File: config.mk
export PLATFORM = sky130hd
export DESIGN_NAME = dpram_port_arb
export DESIGN_NICKNAME = d
export VERILOG_FILES = /design/src/rtl/dpram_port_arb.sv
export SDC_FILE = /design/constraint.sdc
export NUM_CORES = 1
export LEC_CHECK = 0
export ABC_AREA = 1
export BUFFER_PORTS_ARGS = -buffer_cell sky130_fd_sc_hd__buf_4
export CAP_MARGIN = 10
export CORE_AREA = 2 2 106 108
export CTS_BUF_LIST = sky130_fd_sc_hd__clkbuf_2
export CTS_CLUSTER_DIAMETER = 150
export DETAILED_ROUTE_END_ITERATION = 16
export DIE_AREA = 0 0 108 110
export PLACE_DENSITY_LB_ADDON = 0.08
export SETUP_SLACK_MARGIN = 0.3
export SLEW_MARGIN = 20
export SYNTH_ARGS = -nofsm -noshare
export SYNTH_HDL_FRONTEND = slang
export SYNTH_SLANG_ARGS = --single-unit
export TNS_END_PERCENT = 1
File: constraint.sdc
create_clock -name clk -period 4.3 [get_ports clk]
set_clock_uncertainty 0.15 [all_clocks]
set_input_delay 1.075 -clock clk [delete_from_list [all_inputs] [get_ports clk]]
set_output_delay 1.075 -clock clk [all_outputs]
set_load 0.03 [all_outputs]
File: src/rtl/dpram_port_arb.sv
// Three-requester round-robin arbiter in front of a single byte-enabled RAM port,
// with per-requester bus locking bounded by LOCK_MAX consecutive grants.
module dpram_port_arb #(
    parameter int AW       = 12,
    parameter int LOCK_MAX = 16
) (
    input  logic          clk,
    input  logic          rst_b,
    input  logic [2:0]    req,
    input  logic [2:0]    lock,
    input  logic [AW-1:0] addr0,
    input  logic [AW-1:0] addr1,
    input  logic [AW-1:0] addr2,
    input  logic [31:0]   wdata0,
    input  logic [31:0]   wdata1,
    input  logic [31:0]   wdata2,
    input  logic [3:0]    we0,
    input  logic [3:0]    we1,
    input  logic [3:0]    we2,
    output logic [2:0]    gnt,
    output logic [2:0]    ack,
    output logic [31:0]   rdata,
    output logic          lock_err,
    output logic          mem_en,
    output logic [AW-1:0] mem_addr,
    output logic [31:0]   mem_din,
    output logic [3:0]    mem_we,
    input  logic [31:0]   mem_dout
);

    typedef enum logic {ARB, LOCKED} state_t;

    state_t      state, state_nxt;
    logic [1:0]  ptr, ptr_nxt;
    logic [1:0]  owner, owner_nxt;
    logic [4:0]  lock_cnt, lock_cnt_nxt;
    logic [4:0]  cnt_inc;
    logic        no_relock, no_relock_nxt;
    logic        lock_err_nxt;
    logic [2:0]  gnt_c;
    logic [1:0]  c0, c1, c2;
    logic [1:0]  win;
    logic        win_vld;

    function automatic logic [1:0] inc3(input logic [1:0] x);
        return (x == 2'd2) ? 2'd0 : x + 2'd1;
    endfunction

    assign c0      = ptr;
    assign c1      = inc3(ptr);
    assign c2      = inc3(c1);
    assign cnt_inc = lock_cnt + 5'd1;

    always_comb begin
        win_vld = 1'b1;
        win     = c0;
        if (req[c0])      win = c0;
        else if (req[c1]) win = c1;
        else if (req[c2]) win = c2;
        else              win_vld = 1'b0;
    end

    always_comb begin
        state_nxt     = state;
        ptr_nxt       = ptr;
        owner_nxt     = owner;
        lock_cnt_nxt  = lock_cnt;
        no_relock_nxt = no_relock;
        lock_err_nxt  = 1'b0;
        gnt_c         = 3'b000;
        case (state)
            ARB: begin
                if (win_vld) begin
                    gnt_c[win] = 1'b1;
                    ptr_nxt    = inc3(win);
                    // A broken lock gets exactly one unlocked grant before it may lock again
                    if (no_relock && win == owner) begin
                        no_relock_nxt = 1'b0;
                    end else if (lock[win]) begin
                        owner_nxt     = win;
                        no_relock_nxt = 1'b0;
                        if (LOCK_MAX == 1) begin
                            lock_err_nxt  = 1'b1;
                            no_relock_nxt = 1'b1;
                        end else begin
                            state_nxt    = LOCKED;
                            lock_cnt_nxt = 5'd1;
                        end
                    end
                end
            end
            LOCKED: begin
                if (req[owner]) gnt_c[owner] = 1'b1;
                if (!req[owner] || !lock[owner]) begin
                    state_nxt    = ARB;
                    ptr_nxt      = inc3(owner);
                    lock_cnt_nxt = 5'd0;
                end else if (cnt_inc == 5'(LOCK_MAX)) begin
                    state_nxt     = ARB;
                    ptr_nxt       = inc3(owner);
                    lock_cnt_nxt  = 5'd0;
                    lock_err_nxt  = 1'b1;
                    no_relock_nxt = 1'b1;
                end else begin
                    lock_cnt_nxt = cnt_inc;
                end
            end
            default: state_nxt = ARB;
        endcase
    end

    always_ff @(posedge clk or negedge rst_b) begin
        if (!rst_b) begin
            state     <= ARB;
            ptr       <= 2'd0;
            owner     <= 2'd0;
            lock_cnt  <= 5'd0;
            no_relock <= 1'b0;
            ack       <= 3'b000;
            lock_err  <= 1'b0;
        end else begin
            state     <= state_nxt;
            ptr       <= ptr_nxt;
            owner     <= owner_nxt;
            lock_cnt  <= lock_cnt_nxt;
            no_relock <= no_relock_nxt;
            ack       <= gnt;
            lock_err  <= lock_err_nxt;
        end
    end

    // Grant is combinational, so it is gated directly by reset
    assign gnt    = rst_b ? gnt_c : 3'b000;
    assign mem_en = |gnt;
    assign rdata  = mem_dout;

    always_comb begin
        mem_addr = '0;
        mem_din  = '0;
        mem_we   = '0;
        case (gnt)
            3'b001: begin mem_addr = addr0; mem_din = wdata0; mem_we = we0; end
            3'b010: begin mem_addr = addr1; mem_din = wdata1; mem_we = we1; end
            3'b100: begin mem_addr = addr2; mem_din = wdata2; mem_we = we2; end
            default: ;
        endcase
    end

endmodule

Word-level counts from Yosys, hierarchy flattened --
Index checks and enable logic that the tools add are counted.
Storage, ports and cells: bits in latches 0, register bits after elaboration 15, memory bits (read-only) 0, output and inout port bits 88, RAM bits 0, word-level logic and storage cells 106, memories kept 0
Cells by class: $lt $le $gt $ge 7, bitwise operators 2, add/sub/neg operators 5, mux-type cells 58, multiply operators 0, shifts and indexed selects 0, equality and inequality tests 16, reduce and logical (&&, ||, !) cells 11, divide/modulo/power cells 0
Operator list (count):
- one-hot mux 32 bit (3 select lines) | 1
- one-hot mux 12 bit (3 select lines) | 1
- 2-to-1 mux 5 bit | 5
- 2-to-1 mux 1 bit | 24
- 2-to-1 mux 2 bit | 10
- < comparator 2 x 3 -> 1 bit, second input constant | 5
- binary-select mux 1 bit (select 2 bit) | 6
- one-hot mux 4 bit (3 select lines) | 1
- one-hot mux 5 bit (2 select lines) | 1
- 2-to-1 mux 3 bit | 3
- adder 2 x 1 -> 2 bit, second input constant | 4
- equality test 2 bit, second input constant | 4
- inequality test 2 bit, second input constant | 4
- AND reduction 4 bit | 2
- one-hot mux 3 bit (2 select lines) | 1
- adder 5 x 1 -> 5 bit, second input constant | 1
- equality test 5 bit, second input constant | 1
- demux 1 bit (select 2 bit) | 2
- greater-or-equal comparator 2 x 1 -> 1 bit, second input constant | 2
- one-hot mux 1 bit (2 select lines) | 2
- one-hot mux 2 bit (2 select lines) | 1
- equality test 3 x 1 -> 1 bit, second input constant | 1
- equality test 3 x 2 -> 1 bit, second input constant | 1
- equality test 3 bit, second input constant | 1
- 11 further kinds | 15

Longest topological paths before layout --
word-level depth 18, gate-level depth with buffers 15, depth with buffers taken out 15

Least setup slack after synthesis --
Ideal clock, no wire load.
kind input to output, from input req[0], to output mem_addr[8], required time 3.075 ns, stages 10, path slack 0.423 ns, data arrival time 2.652 ns, path buffers 1, cells stage by stage inv_1 -> o21ai_0 -> a21oi_2 -> nand2_1 -> nand2_4 -> nand3_1 -> a21oi_2 -> buf_2 -> nand2_1 -> nand3_1
Between the ends: cells in the longest elaborated chain, start to end 14, elaborated cells on any way between the ends 27, classes of those cells order compare (2); eq/ne (3); mux (21); reduce/logical (1)
Ends and longest elaborated chain:
- start, declared | line 9 | input logic [2:0] req,
- binary-select mux 1 bit (select 2 bit) | line 59 | else if (req[c2]) win = c2;
- 2-to-1 mux 1 bit (not written as such) | line 59
- 2-to-1 mux 2 bit | line 59
- 2-to-1 mux 2 bit | line 58 | else if (req[c1]) win = c1;
- 2-to-1 mux 2 bit | line 57 | if (req[c0]) win = c0;
- < comparator 2 x 3 -> 1 bit (not written as such) or greater-or-equal comparator 2 x 1 -> 1 bit (tied branches) | line 74 | gnt_c[win] = 1'b1;
- logical AND 1 bit (not written as such) | line 74
- 2-to-1 mux 1 bit (not written as such) | line 74
- demux 1 bit (select 2 bit) | line 74
- 2-to-1 mux 3 bit | line 73 | if (win_vld) begin
- one-hot mux 3 bit (2 select lines) (*) | line 71 | case (state)
- 2-to-1 mux 3 bit (*) | line 133 | assign gnt = rst_b ? gnt_c : 3'b000;
- named net gnt[0] | line 20 | output logic [2:0] gnt,
- equality test 3 bit (tied with other cells) | line 141 | case (gnt)
- one-hot mux 12 bit (3 select lines) (*) | line 141
- end, declared | line 25 | output logic [AW-1:0] mem_addr,
The timed path passes the listed nets; every way through them passes the cells marked *. The select of a mux whose other input is x is not followed.

Final worst setup path --
from input req[0], to output mem_din[5]
Between the ends: cells in the longest elaborated chain, start to end 14, elaborated cells on any way between the ends 27, classes of those cells order compare (2); eq/ne (3); mux (21); reduce/logical (1)
Ends and longest elaborated chain:
- binary-select mux 1 bit (select 2 bit) | line 59
- 2-to-1 mux 1 bit (not written as such) | line 59
- 2-to-1 mux 2 bit | line 59
- 2-to-1 mux 2 bit | line 58
- 2-to-1 mux 2 bit | line 57
- < comparator 2 x 3 -> 1 bit (not written as such) or greater-or-equal comparator 2 x 1 -> 1 bit (tied branches) | line 74
- logical AND 1 bit (not written as such) | line 74
- 2-to-1 mux 1 bit (not written as such) | line 74
- demux 1 bit (select 2 bit) | line 74
- 2-to-1 mux 3 bit | line 73
- one-hot mux 3 bit (2 select lines) (*) | line 71
- 2-to-1 mux 3 bit (*) | line 133
- equality test 3 bit (tied with other cells) | line 141
- one-hot mux 32 bit (3 select lines) (*) | line 141
- end, declared | line 26 | output logic [31:0] mem_din,
Every way passes the cells marked *; elsewhere a longest branch is shown, timed or not. The select of a mux whose other input is x is not followed.

==> impl_metrics.tcl <==
set metrics [dict create \
    grt_max_degree 52 \
    grt.total_usage 0.1927 \
    layout_commonest_cell "buf_4" \
    layout_common_cells "buf_4, nand2_1, nand3_1" \
    hold_viol_final 0 \
    pwr-share-clk 0.017 \
    p_sw_frac 0.5307 \
    crit_fanout 13 \
    status "finished clean" \
    ir_worst_vdd_v 0.0003984 \
    finalWorstSetupSlack_ps 299.1 \
    use_met1 0.2530 \
    wirelength_um 13850 \
    clock_sinks 15 \
    postRouteAntennaNets 0 \
    cts_tree "yes" \
    multiInputGateArea_um2 1740 \
    pwr-share-seq 0.056 \
    fill_cells 1121 \
    endpoint_kind "output pin" \
    row_count 38 \
    drtIter0Drc 170 \
    fin_area_um2 4772 \
    grt_antenna_before_repair 0 \
    drt_first_pass_iters 4 \
    path_class "in2out" \
    layout-drive-gt1-share 0.5230 \
    fp.dieW_um 108 \
    worst-slew-pin-transition_ps 582.3 \
    hold_ws_ps 395.2 \
    via_count 3554 \
    die_h_um 110 \
    setup_tns_ps 0 \
    cts-buffers-inserted 3 \
    synth_cells 407 \
    via_per_inst 4.739 \
    syn-cell-area_um2 2272 \
    synthToLayoutAreaGrowth_pct 110.0 \
    worstSetupStartpointType "input pin" \
    setup_violations 0 \
    grt_pass1_wl_um 17750 \
    p_int_mw 2.089 \
    gp_congestion 0.8260 \
    initial_core_util 0.2124 \
    clk_path_buf_depth 2 \
    pin_count 272 \
    maxCapViolCount 0 \
    nets 796 \
    crit_arrival_ps 2780 \
    rsz0062_at_grt "true" \
    synthDistinctLibCells 29 \
    synth_nets 592 \
    placed_cell_area_um2 3742 \
    pre_cts_slack_ps 129.3 \
    grtUsageMet3 0.03762 \
    use_met2 0.3374 \
    core_um2 10700 \
    port_buffers 207 \
    ff2ff_setup_slack_ps 1800 \
    place_hpwl_um 8860 \
    synth-seq-cells 15 \
    required_ps 3070 \
    path_clk_slew_ps 150 \
    place_inst 707 \
    max_freq_mhz 249.9 \
    dieArea_um2 11880 \
    period_needed_ps 4001 \
    instances_no_fill 750 \
    cts_root_buffer "clkbuf_2" \
    drc 0 \
    grt_busiest_layer "met2" \
    ys_warn_count 0 \
    static-leakage-power_nw 2.548 \
    routedWlPerCell_um 18.47 \
    h-tree-depth 1 \
    diodes 0 \
    seq_area_um2 376.6 \
    yosysSeqAreaShare 0.1652 \
    power_density_nw_per_um2 932.9 \
    comb_power_share 0.927 \
    fin_crit_sh 0.9304 \
    hp-class "reg2reg" \
    first_global_vias 3237 \
    avgSynthCellArea_um2 5.583 \
    power_switching_mw 2.363 \
    grt_overflow 0 \
    clk_latency_ps 300 \
    drv_slew 0 \
    maxSlewHeadroom 0.6118 \
]
[final cells by class]
class	count	share of cell area
clock buffer	4	0.004195
sequential	15	0.07892
timing repair buffer	252	0.4971
multi-input combinational	317	0.3647
inverter	22	0.01835
tap	140	0.03671
[metal layers]
metal,vias up,share of wire
met4,0,0.011
met3,16,0.056
met5,-,0
met1,1661,0.42
li1,1724,-
met2,153,0.51
[per-stage QoR]
| step | power, mW | utilization |
|---|---|---|
| final | 4.452 | 0.4461 |
| after global routing | 4.723 | 0.4461 |
| after CTS | 3.864 | 0.3952 |
| after detailed placement | 2.979 | 0.3498 |
| after global placement | 2.997 | 0.3498 |
| after floorplan | 2.040 | - |
[cells by family after synthesis]
logic type      synth area share
flops                     0.1652
buf+inv                   0.1900
compound gates           0.05011
simple gates              0.5771
xor+xnor                0.007711
mux                     0.004405
fa+ha+maj               0.005506
[state kept, by name (all words and copies together) (netlist names)]
signal	count
ack	3
lock_cnt	5
lock_err	1
owner	2
state	1
no_relock	1
c0	2
[critical path, cell delays in order]
cell and delay [ps]:
buf_6 90, inv_4 40, o21ai_4 140, a21oi_4 90, buf_4 150, buf_4 140, a21oi_4 160, nand3_2 100
a21oi_4 170, buf_12 140, clkbuf_16 170, nand2_1 70, nand3_1 80, buf_4 160
[path summary, 6_finish.rpt]
| path | start | endpoint | cells past startpoint |
|---|---|---|---|
| worst min-delay path | lock_cnt[4] | lock_cnt[4] | 2 |
| worst min register to register | lock_cnt[4] | lock_cnt[4] | 2 |
| min in group asynchronous | rst_b | lock_cnt[0] | 1 |
| worst max-delay path | req[0] | mem_din[5] | 14 |
| worst max register to register | c0[1] | owner[1] | 16 |
| max in group asynchronous | rst_b | lock_cnt[2] | 2 |
[cell usage after synthesis]
master,number,share of area
nor2_1,17,0.028
nand2_2,2,0.0055
o211ai_1,1,0.0033
o31ai_4,1,0.0094
inv_2,2,0.0033
xor2_1,1,0.0039
o21ai_1,1,0.0022
xnor2_1,1,0.0039
nand3_1,127,0.28
inv_1,19,0.031
a21oi_2,3,0.012
nand2_1,145,0.24
ha_1,1,0.0055
nor3_4,1,0.0072
nor3_1,2,0.0044
a21boi_1,1,0.0033
a31oi_1,1,0.0028
clkbuf_1,6,0.0099
dfrtp_1,15,0.17
nand2_4,1,0.0050
nand3_2,1,0.0044
nand3b_1,1,0.0033
clkinv_1,1,0.0017
mux2i_1,1,0.0044
buf_4,34,0.11
a21oi_1,4,0.0088
buf_2,12,0.026
buf_6,1,0.0050
o21ai_0,4,0.0088
[power groups by stage]
stage | clock network (mW) | logic, mW | registers (mW)
global placement | 0 | 2.76 | 0.238
floorplan | 0 | 1.80 | 0.238
finish | 0.0752 | 4.13 | 0.248
global route | 0.0890 | 4.38 | 0.254
detailed placement | 0 | 2.75 | 0.233
CTS | 0.0820 | 3.55 | 0.234
[what timing repair did]
| item | in CTS | in global routing |
|---|---|---|
| setup endpoints to repair | 50 | 52 |
| hold buffers | 0 | 0 |
| resized for setup | 53 | 68 |
| buffers inserted | 17 | 9 |
| gates cloned | 5 | 8 |
| pin swaps | 12 | 20 |
Note: power is estimated with default switching activity, not from simulation.
